## src/rtl/gtf_qpll_ctrl_pkg.sv

```systemverilog
// Shared types and constants for the QPLL0 reset controller.
// Fixed state encoding is visible on the debug port.
package gtf_qpll_ctrl_pkg;

    localparam int LOL_CNT_W = 8;
    localparam int RETRY_W   = 2;

    typedef enum logic [2:0] {
        ST_PWRDN     = 3'd0,
        ST_RESET     = 3'd1,
        ST_WAIT_LOCK = 3'd2,
        ST_STABLE    = 3'd3,
        ST_READY     = 3'd4,
        ST_FAIL      = 3'd5
    } state_t;

endpackage

```

## src/rtl/gtf_cm_bit_sync.sv

```systemverilog
// Two-flop synchroniser for one asynchronous status bit.
// Reset value is chosen per instance so the safe level is seen first.
module gtf_cm_bit_sync #(
    parameter logic RST_VAL = 1'b0
) (
    input  logic clk,
    input  logic rst,
    input  logic d,
    output logic q
);

    logic meta;

    // Two register stages, both cleared to the safe level on reset.
    always_ff @(posedge clk or posedge rst) begin
        if (rst) begin
            meta <= RST_VAL;
            q    <= RST_VAL;
        end else begin
            meta <= d;
            q    <= meta;
        end
    end

endmodule

```

## src/rtl/gtf_qpll0_reset_ctrl.sv

```systemverilog
// QPLL0 power-up / reset sequencer and lock supervisor.
// Runs on the DRP clock; every output is registered.
module gtf_qpll0_reset_ctrl
    import gtf_qpll_ctrl_pkg::*;
#(
    parameter int PD_CYCLES           = 64,
    parameter int RESET_CYCLES        = 256,
    parameter int LOCK_TIMEOUT_CYCLES = 500000,
    parameter int LOCK_STABLE_CYCLES  = 1024,
    parameter int MAX_RETRIES         = 3,
    parameter int CNT_W               = 20
) (
    input  logic                 gtf_cm_drpclk,
    input  logic                 gtf_cm_reset,
    input  logic                 req_reset,
    input  logic                 gtf_cm_qpll0lock,
    input  logic                 gtf_cm_qpll0refclklost,
    input  logic                 gtf_cm_qpll0fbclklost,
    output logic                 gtf_cm_qpll0pd,
    output logic                 gtf_cm_qpll0reset,
    output logic                 qpll0_ready,
    output logic                 qpll0_fail,
    output logic [RETRY_W-1:0]   retry_cnt,
    output logic [LOL_CNT_W-1:0] lol_cnt,
    output logic [2:0]           state_o
);

    localparam logic [CNT_W-1:0] PD_LAST = CNT_W'(PD_CYCLES - 1);
    localparam logic [CNT_W-1:0] RS_LAST = CNT_W'(RESET_CYCLES - 1);
    localparam logic [CNT_W-1:0] TO_LAST = CNT_W'(LOCK_TIMEOUT_CYCLES - 1);
    localparam logic [CNT_W-1:0] SB_LAST = CNT_W'(LOCK_STABLE_CYCLES - 1);
    localparam logic [RETRY_W-1:0] R_MAX = RETRY_W'(MAX_RETRIES);

    logic lock_s;
    logic refl_s;
    logic fbl_s;
    logic bad;

    state_t               state;
    state_t               state_n;
    logic [CNT_W-1:0]     timer;
    logic [CNT_W-1:0]     timer_n;
    logic [RETRY_W-1:0]   retry_n;
    logic [LOL_CNT_W-1:0] lol_n;
    logic                 pd_d;
    logic                 qrst_d;
    logic                 ready_d;
    logic                 fail_d;

    gtf_cm_bit_sync #(.RST_VAL(1'b0)) u_sync_lock (
        .clk (gtf_cm_drpclk),
        .rst (gtf_cm_reset),
        .d   (gtf_cm_qpll0lock),
        .q   (lock_s)
    );

    gtf_cm_bit_sync #(.RST_VAL(1'b1)) u_sync_refl (
        .clk (gtf_cm_drpclk),
        .rst (gtf_cm_reset),
        .d   (gtf_cm_qpll0refclklost),
        .q   (refl_s)
    );

    gtf_cm_bit_sync #(.RST_VAL(1'b1)) u_sync_fbl (
        .clk (gtf_cm_drpclk),
        .rst (gtf_cm_reset),
        .d   (gtf_cm_qpll0fbclklost),
        .q   (fbl_s)
    );

    assign bad     = !lock_s || refl_s || fbl_s;
    assign state_o = state;

    // Next state, counters and the outputs that belong to the next state.
    always_comb begin
        state_n = state;
        retry_n = retry_cnt;
        lol_n   = lol_cnt;
        if (req_reset) begin
            state_n = ST_PWRDN;
            retry_n = '0;
        end else begin
            case (state)
                ST_PWRDN: begin
                    if (timer == PD_LAST) state_n = ST_RESET;
                end
                ST_RESET: begin
                    if (timer == RS_LAST) state_n = ST_WAIT_LOCK;
                end
                ST_WAIT_LOCK: begin
                    if (!bad) begin
                        state_n = ST_STABLE;
                    end else if (timer == TO_LAST) begin
                        if (retry_cnt == R_MAX) begin
                            state_n = ST_FAIL;
                        end else begin
                            retry_n = retry_cnt + 1'b1;
                            state_n = ST_RESET;
                        end
                    end
                end
                ST_STABLE: begin
                    if (bad) state_n = ST_WAIT_LOCK;
                    else if (timer == SB_LAST) state_n = ST_READY;
                end
                ST_READY: begin
                    if (bad) begin
                        if (lol_cnt != '1) lol_n = lol_cnt + 1'b1;
                        retry_n = '0;
                        state_n = ST_RESET;
                    end
                end
                ST_FAIL: begin
                    state_n = ST_FAIL;
                end
                default: state_n = ST_PWRDN;
            endcase
        end
        if (req_reset || (state_n != state)) timer_n = '0;
        else timer_n = timer + 1'b1;
        pd_d    = (state_n == ST_PWRDN) || (state_n == ST_FAIL);
        qrst_d  = pd_d || (state_n == ST_RESET);
        ready_d = (state_n == ST_READY);
        fail_d  = (state_n == ST_FAIL);
    end

    // State, timer, counters and registered outputs.
    always_ff @(posedge gtf_cm_drpclk or posedge gtf_cm_reset) begin
        if (gtf_cm_reset) begin
            state             <= ST_PWRDN;
            timer             <= '0;
            retry_cnt         <= '0;
            lol_cnt           <= '0;
            gtf_cm_qpll0pd    <= 1'b1;
            gtf_cm_qpll0reset <= 1'b1;
            qpll0_ready       <= 1'b0;
            qpll0_fail        <= 1'b0;
        end else begin
            state             <= state_n;
            timer             <= timer_n;
            retry_cnt         <= retry_n;
            lol_cnt           <= lol_n;
            gtf_cm_qpll0pd    <= pd_d;
            gtf_cm_qpll0reset <= qrst_d;
            qpll0_ready       <= ready_d;
            qpll0_fail        <= fail_d;
        end
    end

endmodule

```

## config.mk

```make
export PLATFORM = sky130hd
export DESIGN_NAME = gtf_qpll0_reset_ctrl
export DESIGN_NICKNAME = d
export VERILOG_FILES = /design/src/rtl/gtf_qpll_ctrl_pkg.sv /design/src/rtl/gtf_cm_bit_sync.sv /design/src/rtl/gtf_qpll0_reset_ctrl.sv
export SDC_FILE = /design/constraint.sdc
export NUM_CORES = 1
export LEC_CHECK = 0
export ABC_AREA = 1
export ABC_CLOCK_PERIOD_IN_PS = 2100
export CAP_MARGIN = 10
export CORE_MARGIN = 5
export CORE_UTILIZATION = 50
export CTS_CLUSTER_DIAMETER = 40
export DETAILED_ROUTE_END_ITERATION = 8
export GPL_TIMING_DRIVEN = 0
export PLACE_DENSITY_LB_ADDON = 0.15
export SYNTH_ARGS = -nofsm -noshare
export SYNTH_HDL_FRONTEND = slang
export SYNTH_HIERARCHICAL = 1
export SYNTH_SLANG_ARGS = --single-unit
```

## constraint.sdc

```tcl
create_clock -name gtf_cm_drpclk -period 2.1 [get_ports gtf_cm_drpclk]
set_clock_uncertainty 0.1 [all_clocks]
set_input_delay 0.21 -clock gtf_cm_drpclk [delete_from_list [all_inputs] [get_ports gtf_cm_drpclk]]
set_output_delay 0.21 -clock gtf_cm_drpclk [all_outputs]
set_load 0.05 [all_outputs]
```

==> results of run 1 <==
[cell type report]
| type | count | area [um^2] |
|---|---|---|
| tap | 52 | 65.1 |
| multi-input combinational | 178 | 1270 |
| clock buffer | 8 | 100 |
| sequential | 43 | 1090 |
| buffer | 4 | 75.1 |
| inverter | 31 | 116 |
| timing repair buffer | 32 | 348 |
| fill | 351 | 1380 |
[flip-flops by register name, indices dropped and copies added (netlist names)]
name,cells
timer,20
lol_cnt,8
state_o,3
retry_cnt,2
gtf_cm_qpll0pd,1
gtf_cm_qpll0reset,1
qpll0_fail,1
qpll0_ready,1
u_sync_fbl/meta,1
u_sync_fbl/q,1
u_sync_lock/meta,1
u_sync_lock/q,1
u_sync_refl/meta,1
u_sync_refl/q,1
[synth_stat cells]
cell | count | area [um^2]
a21oi_1 | 4 | 20.0
a31oi_1 | 1 | 6.26
and3_1 | 1 | 6.26
buf_6 | 4 | 45.0
clkinv_1 | 1 | 3.75
dfrtp_1 | 37 | 926
dfstp_2 | 6 | 158
ha_1 | 3 | 37.5
inv_1 | 28 | 105
inv_2 | 2 | 7.51
nand2_1 | 42 | 158
nand2_2 | 5 | 31.3
nand2_4 | 2 | 22.5
nand3_1 | 23 | 115
nand3_2 | 2 | 20.0
nand3b_1 | 1 | 7.51
nand4_1 | 4 | 25.0
nor2_1 | 29 | 109
nor2_2 | 2 | 12.5
nor2_4 | 1 | 11.3
nor2_8 | 1 | 20.0
nor3_1 | 6 | 30.0
nor3_2 | 20 | 200
nor3_4 | 1 | 16.3
o211a_1 | 1 | 10.0
o21ai_0 | 2 | 10.0
o21ai_1 | 1 | 5.00
o31ai_1 | 1 | 7.51
or2_1 | 1 | 6.26
or3_1 | 1 | 6.26
xnor2_1 | 10 | 87.6
xor2_1 | 13 | 114
[kinds of logic after synthesis]
family / Yosys count / share of synthesized area [%]
XOR/XNOR: 23 / 8.61
AO/OA/AOI/OAI: 10 / 2.51
AND/OR/NAND/NOR: 142 / 34.1
adder cells (fa/ha/maj): 3 / 1.60
flip-flops: 43 / 46.3
buffers and inverters: 35 / 6.90
[per-stage QoR]
stage / total power, mW / cells
6_report: 1.50 / 348
5_1_grt: 1.58 / 348
4_1_cts: 1.50 / 339
3_3_place_gp: 0.924 / 330
2_1_floorplan: 0.904 / 256
3_5_place_dp: 0.927 / 330
[what timing repair did]
action                                  4_1_cts  5_1_grt
cloned                                        0        3
gates resized for setup                       2       49
setup buffers                                 1        6
endpoints found under the setup margin       20       23
pin swaps                                     0        6
hold endpoints to repair                      0        0
[placed cells by master (no fill, tap or decap), types with 5 or more instances in the layout]
cell type        instances
buf_4                    7
clkbuf_8                 7
clkdlybuf4s50_1         22
dfrtp_1                 33
dfstp_2                  6
inv_1                   26
nand2_1                 38
nand2_2                  5
nand2_4                  5
nand3_1                 18
nand3_2                  5
nor2_1                  19
nor2_2                   8
nor2_4                   5
nor3_1                   5
nor3_2                  16
nor3_4                   6
xnor2_1                 10
xor2_1                  13
[metal layers]
| metal | track usage, % | up-vias |
|---|---|---|
| met1 | 21.1 | 879 |
| met4 | 5.42 | 0 |
| li1 | - | 898 |
| met2 | 27.1 | 29 |
| met5 | 0 | - |
| met3 | 4.46 | 6 |
[power groups by stage]
stage	Sequential (mW)	Clock, mW	Combinational (mW)
2_1_floorplan	0.862	0	0.0423
3_3_place_gp	0.863	0	0.0617
3_5_place_dp	0.863	0	0.0641
4_1_cts	0.847	0.586	0.0672
5_1_grt	0.851	0.634	0.0934
6_report	0.849	0.569	0.0825
[worst max-delay path: cells and delay by family, from the launching register on]
| kind | cells | cell delay (ns) |
|---|---|---|
| and+or+nand+nor | 8 | 0.96 |
| AOI/OAI and AO/OA | 1 | 0.22 |
| buffers and inverters | 1 | 0.18 |
| DFF | 1 | 0.46 |
[worst min path at each step]
stage | start | to | slack [ns] | cells past startpoint
floorplan | gtf_cm_reset | u_sync_lock/meta | -0.15 | 1
global placement | u_sync_lock/meta | u_sync_lock/q | 0.23 | 0
detailed placement | u_sync_lock/meta | u_sync_lock/q | 0.24 | 0
CTS | gtf_cm_reset | u_sync_lock/meta | 0.05 | 2
global route | gtf_cm_reset | u_sync_lock/q | 0.06 | 2
finish | gtf_cm_reset | u_sync_lock/meta | 0.05 | 2
==> flow_metrics.env, run 1 <==
export IMPL_setup_slack_ns=0.0906
export IMPL_fp_dieH_um=78.4
export IMPL_yosys_cell_types_count=32
export IMPL_relSlewSlack_pct=47.3
export IMPL_wl_met2_um=2410
export IMPL_fin_setup_tns_ns=0
export IMPL_gp_congestion=0.881
export IMPL_synth_area_mm2=0.00234
export IMPL_drc=0
export IMPL_ys_seq_area_share_pct=46.3
export IMPL_path_class="reg2reg"
export IMPL_cts_made_buffers=5
export IMPL_maxCapViolations=0
export IMPL_cts_root_buf="clkbuf_8"
export IMPL_grt_pass1_vias=1778
export IMPL_ys_ff_latch=43
export IMPL_finalSetupViolations=0
export IMPL_ant_nets=0
export IMPL_pre_cts_ws_ns=-0.0922
export IMPL_fp_dieW_um=78.4
export IMPL_worstReg2RegStart="timer[9]"
export IMPL_cpMostUsedCell="nor2_1"
export IMPL_crit_start="timer[9]"
export IMPL_hold_viol_final=0
export IMPL_seq_power_share_pct=56.6
export IMPL_rsz0062_at_grt="yes"
export IMPL_combPwrFrac_pct=5.5
export IMPL_grt_max_degree=38
export IMPL_grt_usage_pct=16.5
export IMPL_utilization_pct=68.9
export IMPL_fin_crit_ns=2.01
export IMPL_rrSetupSlack_ns=0.09
export IMPL_top_layer_used="met4"
export IMPL_cp_required_ns=2.22
export IMPL_yosysWarnings=6
export IMPL_syn_inst=256
export IMPL_drt_wirelength_per_cell_um=14.3
export IMPL_reg2reg_to="timer[16]"
export IMPL_syn_avg_cell_area_um2=9.14
export IMPL_place_area_mm2=0.00263
export IMPL_pwr_share_clk_pct=37.9
export IMPL_hold_class="in2async"
export IMPL_vias=1812
export IMPL_reg2reg_depth=10
export IMPL_swShare_pct=21.6
export IMPL_crit_path_end="timer[16]"
export IMPL_routed_wl_um=4970
export IMPL_status="finished, final reports clean"
export IMPL_io_buffers=22
export IMPL_whs_ns=0.0503
export IMPL_wl_met3_um=169
export IMPL_ir_worst_vdd_v=0.000381
export IMPL_dieArea_mm2=0.00615
export IMPL_antenna_cells=0
export IMPL_critPathSlowestCell="dfrtp_1"
export IMPL_p_per_area_mw_per_mm2=490
export IMPL_p_int_mw=1.18
export IMPL_drt_pass1_iter_count=4
export IMPL_cts_sinks=43
export IMPL_final_cell_area_mm2=0.00306
export IMPL_globalRouteOverflowTotal=0
export IMPL_drt_initial_drc_count=125
export IMPL_clk_latency_ns=0.30
export IMPL_fp_row_count=24
export IMPL_nNetsFinal=304
export IMPL_htreeDepth=2
export IMPL_clk_path_buf_depth=2
export IMPL_cp_start_kind="flop"
export IMPL_initial_core_util_pct=52.6
export IMPL_wl_met1_um=2320
export IMPL_tritoncts="yes"
export IMPL_p_sw_mw=0.325
export IMPL_worst_pin_slew_ns=0.789
export IMPL_slew_violations=0
export IMPL_clk_pin_slew_ns=0.08
export IMPL_synthToLayoutAreaGrowth_pct=31.0
export IMPL_drive_gt1_share_pct=30.7
export IMPL_post_route_period_util_pct=95.7
export IMPL_via_per_inst=5.21
export IMPL_core_area_mm2=0.00444
export IMPL_ios=23
export IMPL_end_kind="flop"
export IMPL_clock_fmax_ghz=0.498
export IMPL_place_hpwl_um=3320
export IMPL_grt_pass1_wl_um=8020
export IMPL_p_leak_nw=1.36
export IMPL_cp_max_fo=10
export IMPL_crit_arrival_ns=2.13
export IMPL_max_stage_delay_ns=0.46
export IMPL_syn_nets=265
export IMPL_cts_hold_fix_buffers=0
export IMPL_path_cells="nor2_1 -> nand2_1 -> nor2_1 -> nand4_1 -> nand3_1 -> nand2_2 -> a21oi_1 -> nand3_4 -> buf_12 -> nor3_4"
export IMPL_grt_antenna_before_repair=0
Power figures use the tool's default switching activity.
==> run 2: changes to the inputs <==
--- a/config.mk
+++ b/config.mk
@@ -13,7 +13,7 @@
 export CTS_CLUSTER_DIAMETER = 40
 export DETAILED_ROUTE_END_ITERATION = 8
 export GPL_TIMING_DRIVEN = 0
-export PLACE_DENSITY_LB_ADDON = 0.15
+export PLACE_DENSITY = 0.71
 export SYNTH_ARGS = -nofsm -noshare
 export SYNTH_HDL_FRONTEND = slang
 export SYNTH_HIERARCHICAL = 1
==> run 2 against run 1 <==
Compared with the run above:
- non-clock buffer count is the same
- first-iteration DRC count shrank 9.6%
- via count shrank 0.72%
- flip-flop and latch count is the same
- critical endpoint is now timer[14]
==> flow_metrics.env, run 2 (synthesis gave the netlist of run 1 again) <==
export IMPL_status="finished, final reports clean"
export IMPL_clk_pin_slew_ns=0.09
export IMPL_use_met3_pct=4.35
export IMPL_hold_viol_final=0
export IMPL_hold_class="in2async"
export IMPL_path_class="reg2reg"
export IMPL_place_area_mm2=0.00263
export IMPL_reg2reg_to="timer[14]"
export IMPL_dp_cells=330
export IMPL_cp_start_kind="flop"
export IMPL_power_mw=1.50
export IMPL_layout_common_cells="nand2_1 (38), dfrtp_1 (32), inv_1 (26)"
export IMPL_cts_hold_fix_buffers=0
export IMPL_cts_sinks=43
export IMPL_ant_nets=0
export IMPL_htreeDepth=2
export IMPL_stdcell_count=348
export IMPL_busiest_layer="met2"
export IMPL_max_stage_delay_ns=0.38
export IMPL_relSlewSlack_pct=48.4
export IMPL_top_register="timer"
export IMPL_fin_crit_ns=2.02
export IMPL_routed_wl_um=4930
export IMPL_grt_antenna_before_repair=0
export IMPL_ios=23
export IMPL_fp_row_count=24
export IMPL_globalRouteOverflowTotal=0
export IMPL_antenna_cells=0
export IMPL_p_per_area_mw_per_mm2=493
export IMPL_end_kind="flop"
export IMPL_final_common_cell="nand2_1"
export IMPL_io_buffers=22
export IMPL_final_cell_area_mm2=0.00304
export IMPL_drt_wirelength_per_cell_um=14.2
export IMPL_fp_dieW_um=78.4
export IMPL_grt_usage_pct=15.9
export IMPL_fp_dieH_um=78.4
export IMPL_cp_required_ns=2.22
export IMPL_finalSetupViolations=0
export IMPL_crit_start="u_sync_fbl/q"
export IMPL_grt_max_degree=38
export IMPL_grt_use_met1_pct=21.1
export IMPL_cpMostUsedCell="nand2_4"
export IMPL_worst_pin_slew_ns=0.773
export IMPL_via_per_inst=5.17
export IMPL_tritoncts="yes"
export IMPL_gp_congestion=0.833
export IMPL_clk_path_buf_depth=2
export IMPL_crit_path_end="timer[14]"
export IMPL_worstReg2RegStart="u_sync_fbl/q"
export IMPL_grt_use_met2_pct=24.9
export IMPL_maxCapViolations=0
export IMPL_critPathSlowestCell="dfstp_2"
export IMPL_drt_initial_drc_count=113
export IMPL_crit_family="simple AND/OR/NAND/NOR gates"
export IMPL_clock_fmax_ghz=0.494
export IMPL_slew_violations=0
export IMPL_largest_register_ff_count=20
export IMPL_path_cells="nor3_4 -> buf_4 -> nand2_1 -> o21ai_2 -> inv_1 -> nand2_2 -> nand2_4 -> nand2_4 -> nand2_8 -> clkbuf_16 -> nor3_2"
export IMPL_cts_root_buf="clkbuf_8"
export IMPL_cp_max_fo=5
export IMPL_core_area_mm2=0.00444
export IMPL_grt_pass1_wl_um=7650
export IMPL_crit_arrival_ns=2.14
export IMPL_rrSetupSlack_ns=0.08
export IMPL_post_route_period_util_pct=96.3
export IMPL_nNetsFinal=304
export IMPL_critPathBufInv=3
export IMPL_drc=0
export IMPL_initial_core_util_pct=52.6
export IMPL_ir_worst_vdd_v=0.000380
export IMPL_cp_depth=11
export IMPL_cts_made_buffers=5
export IMPL_synthToLayoutAreaGrowth_pct=29.8
export IMPL_dieArea_mm2=0.00615
export IMPL_place_hpwl_um=3220
export IMPL_reg2reg_depth=11
export IMPL_drive_gt1_share_pct=31.1
export IMPL_grt_pass1_vias=1630
export IMPL_clk_latency_ns=0.30
export IMPL_drt_pass1_iter_count=4
export IMPL_p_leak_nw=1.34
export IMPL_vias=1799
run 2: power by group:
group          switching [mW]  leakage [nW]  internal [mW]
clock network           0.299        0.0474          0.269
registers             0.00775         0.565          0.841
logic                  0.0469         0.730         0.0357
total                   0.353          1.34           1.15
run 2: worst min path at each step:
stage / slack [ns] / end
global placement: 0.23 / u_sync_lock/q
floorplan: -0.15 / u_sync_lock/meta
detailed placement: 0.24 / u_sync_lock/q
global route: 0.05 / u_sync_lock/meta
finish: 0.05 / u_sync_lock/meta
CTS: 0.04 / u_sync_lock/meta
run 2: final cells by class:
| cell class | instances | area (um^2) |
|---|---|---|
| Fill cell | 380 | 1410 |
| Multi-Input combinational cell | 178 | 1250 |
| Clock buffer | 6 | 82.6 |
| Timing Repair Buffer | 32 | 348 |
| Buffer | 4 | 70.1 |
| Inverter | 31 | 116 |
| Sequential cell | 43 | 1090 |
| Tap cell | 52 | 65.1 |
| Clock inverter | 2 | 16.3 |
run 2: repair_timing:
action | in CTS | in global routing
resized for setup | 6 | 41
buffers inserted | 1 | 6
pin swaps | 0 | 3
endpoints found under the setup margin | 20 | 21
gates cloned | 0 | 3
run 2: layer usage:
layer | up-vias | wire (um)
li1 | 899 | -
met1 | 872 | 2280
met5 | - | 0
met3 | 5 | 151
met2 | 23 | 2430
met4 | 0 | 68
run 2: per-stage QoR:
step	TNS, ns	util [%]	setup slack, ns	hold slack (ns)
global route	-0.331	68.4	-0.0374	0.0544
CTS	0	61.8	0.0224	0.0424
global placement	-0.824	59.1	-0.0666	0.233
floorplan	0	-	0.0193	-0.149
detailed placement	-0.578	59.1	-0.0540	0.240
finish	0	68.4	0.0767	0.0492
